File: src/rtl/rf_writeback_queue.sv
// Write-back queue in front of the register file: buffers WB results and retires one per cycle.
// Define WBQ_BYPASS_EN to build the newest-pending-value lookup ports. Without it, BPH*/BPD* read 0.
module rf_writeback_queue #(
   parameter int AWL          = 5,
   parameter int DWL          = 32,
   parameter int DEPTH        = 4,
   parameter int ZERO_PROTECT = 1,
   localparam int PW          = $clog2(DEPTH),
   localparam int CW          = PW + 1
) (
   input  logic           CLK,
   input  logic           RSTN,
   input  logic           WBV,
   output logic           WBR,
   input  logic [AWL-1:0] WBA,
   input  logic [DWL-1:0] WBD,
   output logic           RFWE,
   output logic [AWL-1:0] RFWA,
   output logic [DWL-1:0] RFWD,
   output logic [CW-1:0]  QCNT,
   output logic           QEMPTY,
   input  logic [AWL-1:0] BPA1,
   input  logic [AWL-1:0] BPA2,
   output logic           BPH1,
   output logic           BPH2,
   output logic [DWL-1:0] BPD1,
   output logic [DWL-1:0] BPD2
);

   typedef struct packed {
      logic [AWL-1:0] addr;
      logic [DWL-1:0] data;
   } entry_t;

   entry_t         mem_q [DEPTH];
   entry_t         mem_d [DEPTH];
   logic [PW-1:0]  head_q, head_d, tail_q, tail_d;
   logic [CW-1:0]  cnt_q, cnt_d;
   logic           rfwe_q, rfwe_d;
   logic [AWL-1:0] rfwa_q, rfwa_d;
   logic [DWL-1:0] rfwd_q, rfwd_d;
   logic           push, store, pop;

   // Handshake: a request transfers on a posedge where WBV && WBR. WBR is a
   // function of reset and the registered count only, never of WBV or a pop.
   assign WBR    = RSTN && (cnt_q < CW'(DEPTH));
   assign RFWE   = rfwe_q;
   assign RFWA   = rfwa_q;
   assign RFWD   = rfwd_q;
   assign QCNT   = cnt_q;
   assign QEMPTY = (cnt_q == '0) && !rfwe_q;

   always_comb begin
      push   = WBV && WBR;
      store  = push && !((ZERO_PROTECT != 0) && (WBA == '0));
      pop    = (cnt_q != '0);
      mem_d  = mem_q;
      tail_d = tail_q;
      head_d = head_q;
      cnt_d  = cnt_q;
      rfwe_d = 1'b0;
      rfwa_d = rfwa_q;
      rfwd_d = rfwd_q;
      if (store) begin
         mem_d[tail_q] = '{addr: WBA, data: WBD};
         tail_d        = tail_q + 1'b1;
      end
      if (pop) begin
         rfwe_d = 1'b1;
         rfwa_d = mem_q[head_q].addr;
         rfwd_d = mem_q[head_q].data;
         head_d = head_q + 1'b1;
      end
      case ({store, pop})
         2'b10:   cnt_d = cnt_q + 1'b1;
         2'b01:   cnt_d = cnt_q - 1'b1;
         default: cnt_d = cnt_q;
      endcase
   end

   always_ff @(posedge CLK) begin
      if (!RSTN) begin
         head_q <= '0;
         tail_q <= '0;
         cnt_q  <= '0;
         rfwe_q <= 1'b0;
         rfwa_q <= '0;
         rfwd_q <= '0;
      end else begin
         head_q <= head_d;
         tail_q <= tail_d;
         cnt_q  <= cnt_d;
         rfwe_q <= rfwe_d;
         rfwa_q <= rfwa_d;
         rfwd_q <= rfwd_d;
      end
   end

   // Storage is only meaningful between head and tail, so it carries no reset.
   always_ff @(posedge CLK) begin
      mem_q <= mem_d;
   end

`ifdef WBQ_BYPASS_EN
   // Scan oldest to newest so the newest match overrides; the output register is lowest priority.
   function automatic logic [DWL:0] bp_lookup(input logic [AWL-1:0] a);
      logic [DWL:0]  r;
      logic [PW-1:0] idx;
      r = '0;
      if (rfwe_q && (rfwa_q == a)) r = {1'b1, rfwd_q};
      for (int i = 0; i < DEPTH; i++) begin
         idx = head_q + PW'(i);
         if ((CW'(i) < cnt_q) && (mem_q[idx].addr == a)) r = {1'b1, mem_q[idx].data};
      end
      if (a == '0) r = '0;
      return r;
   endfunction

   always_comb begin
      {BPH1, BPD1} = bp_lookup(BPA1);
      {BPH2, BPD2} = bp_lookup(BPA2);
   end
`else
   logic unused_bpa;
   assign unused_bpa = ^{BPA1, BPA2};
   assign BPH1 = 1'b0;
   assign BPH2 = 1'b0;
   assign BPD1 = '0;
   assign BPD2 = '0;
`endif

endmodule
File: config.mk
export PLATFORM = sky130hd
export DESIGN_NAME = rf_writeback_queue
export DESIGN_NICKNAME = d
export VERILOG_FILES = /design/src/rtl/rf_writeback_queue.sv
export SDC_FILE = /design/constraint.sdc
export NUM_CORES = 1
export LEC_CHECK = 0
export ABC_CLOCK_PERIOD_IN_PS = 2850
export BUFFER_PORTS_ARGS = -buffer_cell sky130_fd_sc_hd__buf_4
export CAP_MARGIN = 20
export CORE_MARGIN = 2
export CORE_UTILIZATION = 25
export CTS_BUF_LIST = sky130_fd_sc_hd__clkbuf_2 sky130_fd_sc_hd__clkbuf_4 sky130_fd_sc_hd__clkbuf_8
export CTS_CLUSTER_DIAMETER = 150
export DETAILED_ROUTE_END_ITERATION = 7
export PLACE_DENSITY = 0.42
export SYNTH_ARGS = -nofsm -noshare
export SYNTH_HDL_FRONTEND = slang
export SYNTH_SLANG_ARGS = --single-unit
File: constraint.sdc
create_clock -name CLK -period 2.85 [get_ports CLK]
set_clock_uncertainty 0.2 [all_clocks]
set_input_delay 0.57 -clock CLK [delete_from_list [all_inputs] [get_ports CLK]]
set_output_delay 0.57 -clock CLK [all_outputs]
set_load 0.02 [all_outputs]
==> metrics.txt, run 1 <==
Post-Synth XOR/XNOR Area 0.3532%; hold_buf cts 0; antenna violations before repair 0; Die Area 31,150 sq um; Worst setup SP type input port; post-route antenna net violation count 0; Worst R2R End QCNT[2]$_SDFFE_PN0P_; most frequent CP cell inv_1; DRC 0; number of post-CTS setup repair buffers 0; Nets 550; Iteration-0 DRC Markers 209; WL final 15.23 mm; share of the synthesized area in the top cell type 59.74%; Final Core Density 29.69%; vias per cell 4.017; Critical Path RT 3030 ps; Post-Place Worst Slack 41.06 ps; Area contributors post-synth edfxtp_1 60%, dfxtp_1 12%, mux4_2 11%; synth-to-layout area growth 17.66%; Site Rows 63; Buf/Inv on CP 3; clock root buffer clkbuf_8; Slew @ Worst Pin 639.0 ps; max-slew violations 0; Critical Path Max Stage Delay 380 ps; post_cts resized 0; final worst setup slack 525.8 ps; Initial Util 25.24%; largest net degree at the start of global routing 39; Reg2Reg Depth 9; first-pass GRT wire length 22.46 mm; CTS tree yes; GP Congestion 0.6711; total of max-cap violations 0; post-synthesis cell type count 31; CP max-delay cell fa_1; Worst Hold Path EP mem_q[114]$_DFFE_PP_; Post-DP Area 8328 sq um; vias in the first global route 3,691; Avg WL per Cell 16.98 um; Synth Flop Type edfxtp_1; Syn Std Cell Area 7440 sq um; status finished, final reports clean; Worst R2R Start QCNT[2]$_SDFFE_PN0P_; Synth Area in Compound Gates 4.827%; crit path time final 2324 ps; Top delay family on crit path simple AND/OR/NAND/NOR gates; # IOs 159; CTS clk-pin slew, worst paths 100 ps; worst-skew pair later-pin latency 440 ps; FF+latch count, synth 193; Clock Tree Buf Depth 2; power density over the cells 892.8 nW/um^2; IO Port Bufs 82; vias post-DR 3,603; Worst EP arrival 2500 ps; hold path startpoint WBD[3]; Final TNS setup 0 ps; H-tree Lvls 4; Setup violations, final 0; GRT overflow 0; Simple-Gate Fraction of Synth Area 1.850%; fin crit share 81.55%; Final Cell Area 8753 sq um; die width 176.5 um; mux contribution to synthesized area 11.47%; number of enable flip-flop cells after synthesis 148; Mean Syn Cell Area 18.69 sq um; Ys Warns 0; largest family of logic cells by synthesized area multiplexers; crit end category flop; antenna fix cells 0; Max VDD drop 0.3088 mV; Setup crit start WBA[2]; Slew headroom 57.40%; Die Height 176.5 um; Seq/Total Area, Yosys 71.85%; area share of fa/ha/maj cells after synthesis 1.110%; Lkg Pwr 0.003119 uW; r2r setup slk 610 ps; GR Util All Layers 10.03%; Worst Path Max Fanout 2; Post-Synthesis Cells 398; RSZ-0062 raised after global routing no; WHS Path Cells 1; Yosys top cell by area edfxtp_1; share of cells above drive strength 1 34.12%; Max Clock Freq 430.2 MHz; Core Box Area 29,480 sq um; worst path cell trace buf_4 -> nor4_1 -> a21oi_1 -> inv_1 -> ha_1 -> inv_1 -> fa_1 -> xor2_1 -> or3_1 -> a21boi_0; WHS 117.5 ps; Crit Path Class input port to flop; CTS sink cnt 193; worst hold path class input port to flop; post-detail-place hpwl 8.827 mm; final hold viol count 0; DRT Pass-1 Iters 4; Async S/R FF share, synth 0%; CTS buffer count 17
## flip-flops by register name (all words and copies together) (netlist names)
name,count
mem_q,148
tail_q,2
head_q,2
RFWA,5
RFWE,1
RFWD,32
QCNT,3
## worst max path at each step
stage | cells after the start | endpoint | slack (ps)
2_1_floorplan | 4 | mem_q[0]$_DFFE_PP_ | 210
3_3_place_gp | 10 | QCNT[2]$_SDFFE_PN0P_ | 80
3_5_place_dp | 10 | QCNT[2]$_SDFFE_PN0P_ | 40
4_1_cts | 3 | QEMPTY | 510
5_1_grt | 10 | QCNT[2]$_SDFFE_PN0P_ | 360
6_report | 10 | QCNT[2]$_SDFFE_PN0P_ | 530
## worst reg2reg max path, cell delays in order (launching register included)
cell	delay [ps]
dfxtp_1	460
nand3b_1	150
a21oi_1	60
inv_1	80
ha_1	180
inv_1	60
fa_1	380
xor2_1	160
or3_1	300
a21boi_0	150
## cell type report
type / count / area (sq um)
inverter: 7 / 26.28
multi-input combinational: 180 / 1713
sequential: 193 / 5350
clock buffer: 18 / 247.7
timing repair buffer: 95 / 750.7
fill: 2950 / 20730
clock inverter: 14 / 177.7
tap: 390 / 488.0
## synth_stat cells (2+ instances only)
cell / n
a21oi_1: 2
a22o_1: 37
and2_1: 7
and3_1: 2
buf_2: 10
buf_4: 67
buf_6: 4
clkbuf_1: 2
dfxtp_1: 45
edfxtp_1: 148
ha_1: 5
inv_1: 7
mux2i_1: 2
mux4_2: 37
nand2_1: 5
o21ai_0: 2
xnor2_1: 2
## per-layer routing
layer / global-route usage, % / wire [um]
met5: 0 / 0
met4: 2.789 / 119
met3: 2.929 / 752
met2: 16.50 / 7289
met1: 12.86 / 7069
## through the flow
step / total power (uW) / std cells
after CTS: 7962 / 897
final: 7815 / 897
after detailed placement: 6056 / 865
after global routing: 8246 / 897
after global placement: 6015 / 865
after floorplan: 5208 / 463
## placed cells by master, fill, tap and decap left out, types with 2 or more instances in the layout
master        n
a21oi_1       2
mux2i_1       2
clkinv_2      2
inv_6         3
bufinv_16     3
and2_2        4
dfxtp_1      43
inv_1         7
clkinv_4      2
clkbuf_8     18
clkinvlp_4    3
conb_1       66
buf_4        92
a22o_1       37
ha_1          5
and2_1        3
o21ai_0       2
xnor2_1       2
mux4_2       37
buf_12        3
edfxtp_1    148
nand2_1       5
## report_power, final
part / switching [uW] / internal (uW)
clock network: 982 / 906
logic: 1190 / 1050
registers: 265 / 3430
total: 2430 / 5380
## cells by family (layout without fill, tap and decap cells)
| kind of cell | Yosys count | after routing |
|---|---|---|
| compound gates | 43 | 43 |
| xor+xnor | 3 | 3 |
| buf+inv | 90 | 134 |
| fa+ha+maj | 6 | 6 |
| other cells | 1 | 66 |
| mux | 39 | 39 |
| simple gates | 23 | 23 |
| flops | 193 | 193 |
Power figures use the tool's default switching activity.
==> run 2, diff against run 1 <==
--- a/config.mk
+++ b/config.mk
@@ -5,7 +5,7 @@
 export SDC_FILE = /design/constraint.sdc
 export NUM_CORES = 1
 export LEC_CHECK = 0
-export ABC_CLOCK_PERIOD_IN_PS = 2850
+export ABC_CLOCK_PERIOD_IN_PS = 2300
 export BUFFER_PORTS_ARGS = -buffer_cell sky130_fd_sc_hd__buf_4
 export CAP_MARGIN = 20
 export CORE_MARGIN = 2
==> constraint.sdc (replaced) <==
create_clock -name CLK -period 2.3 [get_ports CLK]
set_clock_uncertainty 0.2 [all_clocks]
set_input_delay 0.46 -clock CLK [delete_from_list [all_inputs] [get_ports CLK]]
set_output_delay 0.46 -clock CLK [all_outputs]
set_load 0.02 [all_outputs]
==> metrics.txt, run 2 (synthesis results as in run 1) <==
Slew @ Worst Pin 579.6 ps; CP max-delay cell or3_4; max FFs per register 148; Iteration-0 DRC Markers 233; antenna violations before repair 1; Nets 591; Site Rows 63; Critical Path Max Stage Delay 420 ps; Max VDD drop 0.3468 mV; Worst R2R Start QCNT[2]$_SDFFE_PN0P_; post-route insts no fill 939; GR Util All Layers 10.45%; DRT Pass-1 Iters 4; GP Congestion 0.6687; Worst R2R End QCNT[2]$_SDFFE_PN0P_; CTS buffer count 17; vias in the first global route 3,838; Post-Place Worst Slack -196.6 ps; max-slew violations 0; CTS tree yes; Die Area 31,150 sq um; DRC 0; IO Port Bufs 82; Final Core Density 31.15%; die width 176.5 um; post-route antenna net violation count 0; GRT overflow 0; power density over the cells 1045 nW/um^2; total of max-cap violations 0; vias per cell 3.989; CTS sink cnt 193; Avg WL per Cell 16.48 um; # IOs 159; Slew headroom 61.36%; Max Clock Freq 462.6 MHz; status finished, final reports clean; Lkg Pwr 0.003305 uW; Initial Util 25.24%; worst-skew pair later-pin latency 460 ps; vias post-DR 3,746; worst hold path class input port to flop; first-pass GRT wire length 23.56 mm; crit end category output pin; Worst Setup EP QEMPTY; final hold viol count 0; Core Box Area 29,480 sq um; Worst EP arrival 1500 ps; synth-to-layout area growth 23.43%; share of cells above drive strength 1 33.94%; Buf/Inv on CP 1; CTS clk-pin slew, worst paths 100 ps; fin crit share 93.98%; Top reg by flops mem_q; Setup violations, final 0; Reg2Reg Depth 9; Setup crit start QCNT[2]$_SDFFE_PN0P_; commonest non-fill, non-tap cell in the layout edfxtp_1; Top delay family on crit path simple AND/OR/NAND/NOR gates; # placed instances 873; WL final 15.48 mm; Clock Tree Buf Depth 2; critical path depth 3; post-detail-place hpwl 9.207 mm; Worst Path Max Fanout 8; Crit Path Class flop to output pin; RSZ-0062 raised after global routing no; largest net degree at the start of global routing 39; crit path time final 2162 ps; final worst setup slack 138.4 ps; H-tree Lvls 4; worst path cell trace or3_4 -> nor2_1 -> buf_4; r2r setup slk 190 ps; Critical Path RT 1640 ps; clock root buffer clkbuf_8; Die Height 176.5 um; Worst setup SP type flop; most frequent cells in the layout 148 x edfxtp_1, 97 x buf_4, 66 x conb_1
-- run 2: changes by cell type in the layout (fill, tap and decap cells not counted), sizes merged --
| cell | previous run | this run |
|---|---|---|
| clkbuf | 18 | 17 |
| clkinvlp | 3 | 1 |
| dlygate4sd3 | 0 | 32 |
| dlymetal6s4s | 0 | 1 |
| clkinv | 4 | 6 |
| buf | 95 | 103 |
| bufinv | 3 | 0 |
| diode | 0 | 1 |
| inv | 11 | 15 |
-- run 2: worst min path at each step --
stage | startpoint | to | slack (ps) | cells past startpoint
floorplan | tail_q[1]$_SDFFE_PN0P_ | tail_q[1]$_SDFFE_PN0P_ | 270 | 2
global placement | RFWD[18]$_SDFFE_PN0N_ | RFWD[18]$_SDFFE_PN0N_ | 260 | 1
detailed placement | RFWD[18]$_SDFFE_PN0N_ | RFWD[18]$_SDFFE_PN0N_ | 270 | 1
CTS | WBA[1] | mem_q[144]$_DFFE_PP_ | 80 | 2
global route | WBA[0] | mem_q[32]$_DFFE_PP_ | 80 | 2
finish | WBA[1] | mem_q[144]$_DFFE_PP_ | 130 | 2
-- run 2: metal layers --
layer,track usage [%],vias up,part of all wire (%)
li1,-,1689,-
met1,14.25,1914,46
met2,16.32,133,47
met5,0,-,0
met4,3.306,0,1.1
met3,2.649,10,5.3
-- run 2: area by class of cell --
type                    count  area, sq um
fillers                  2903        20300
clock buffers              17        234.0
diodes                      1        2.502
multi-input cells         180         1737
inverters                   7        26.28
repair buffers            136         1181
flip-flops and latches    193         5351
clock inverters            15        162.7
well taps                 390        488.0
-- run 2: power breakdown --
group | switching (uW) | internal [uW] | total [uW]
registers | 315 | 4250 | 4560
logic | 1470 | 1380 | 2850
clock network | 1360 | 822 | 2190
-- run 2: per-stage QoR --
step                      hold WS [ps]  power (uW)  TNS, ps  cell area [sq um]
after floorplan                  267.7        6461        0               7712
after global placement           264.5        7512   -150.7               8449
after detailed placement         268.4        7542   -229.8               8449
after CTS                        81.39        9820        0               9176
after global routing             81.24       10180        0               9180
final                            134.7        9600        0               9183
-- run 2: repair_timing --
item,4_1_cts,5_1_grt
buffers inserted,0,1
endpoints found under the hold margin,132,0
endpoints found under the setup margin,0,2
hold buffers,33,0
gates resized for setup,0,3
-- run 2: worst register-to-register path: cells and delay by family (launching register included) --
kind | cells | cell delay, ps
AO/OA/AOI/OAI | 2 | 180
XOR/XNOR | 1 | 150
flip-flops | 1 | 410
adder cells (fa/ha/maj) | 2 | 500
AND/OR/NAND/NOR | 2 | 500
buffers and inverters | 2 | 120
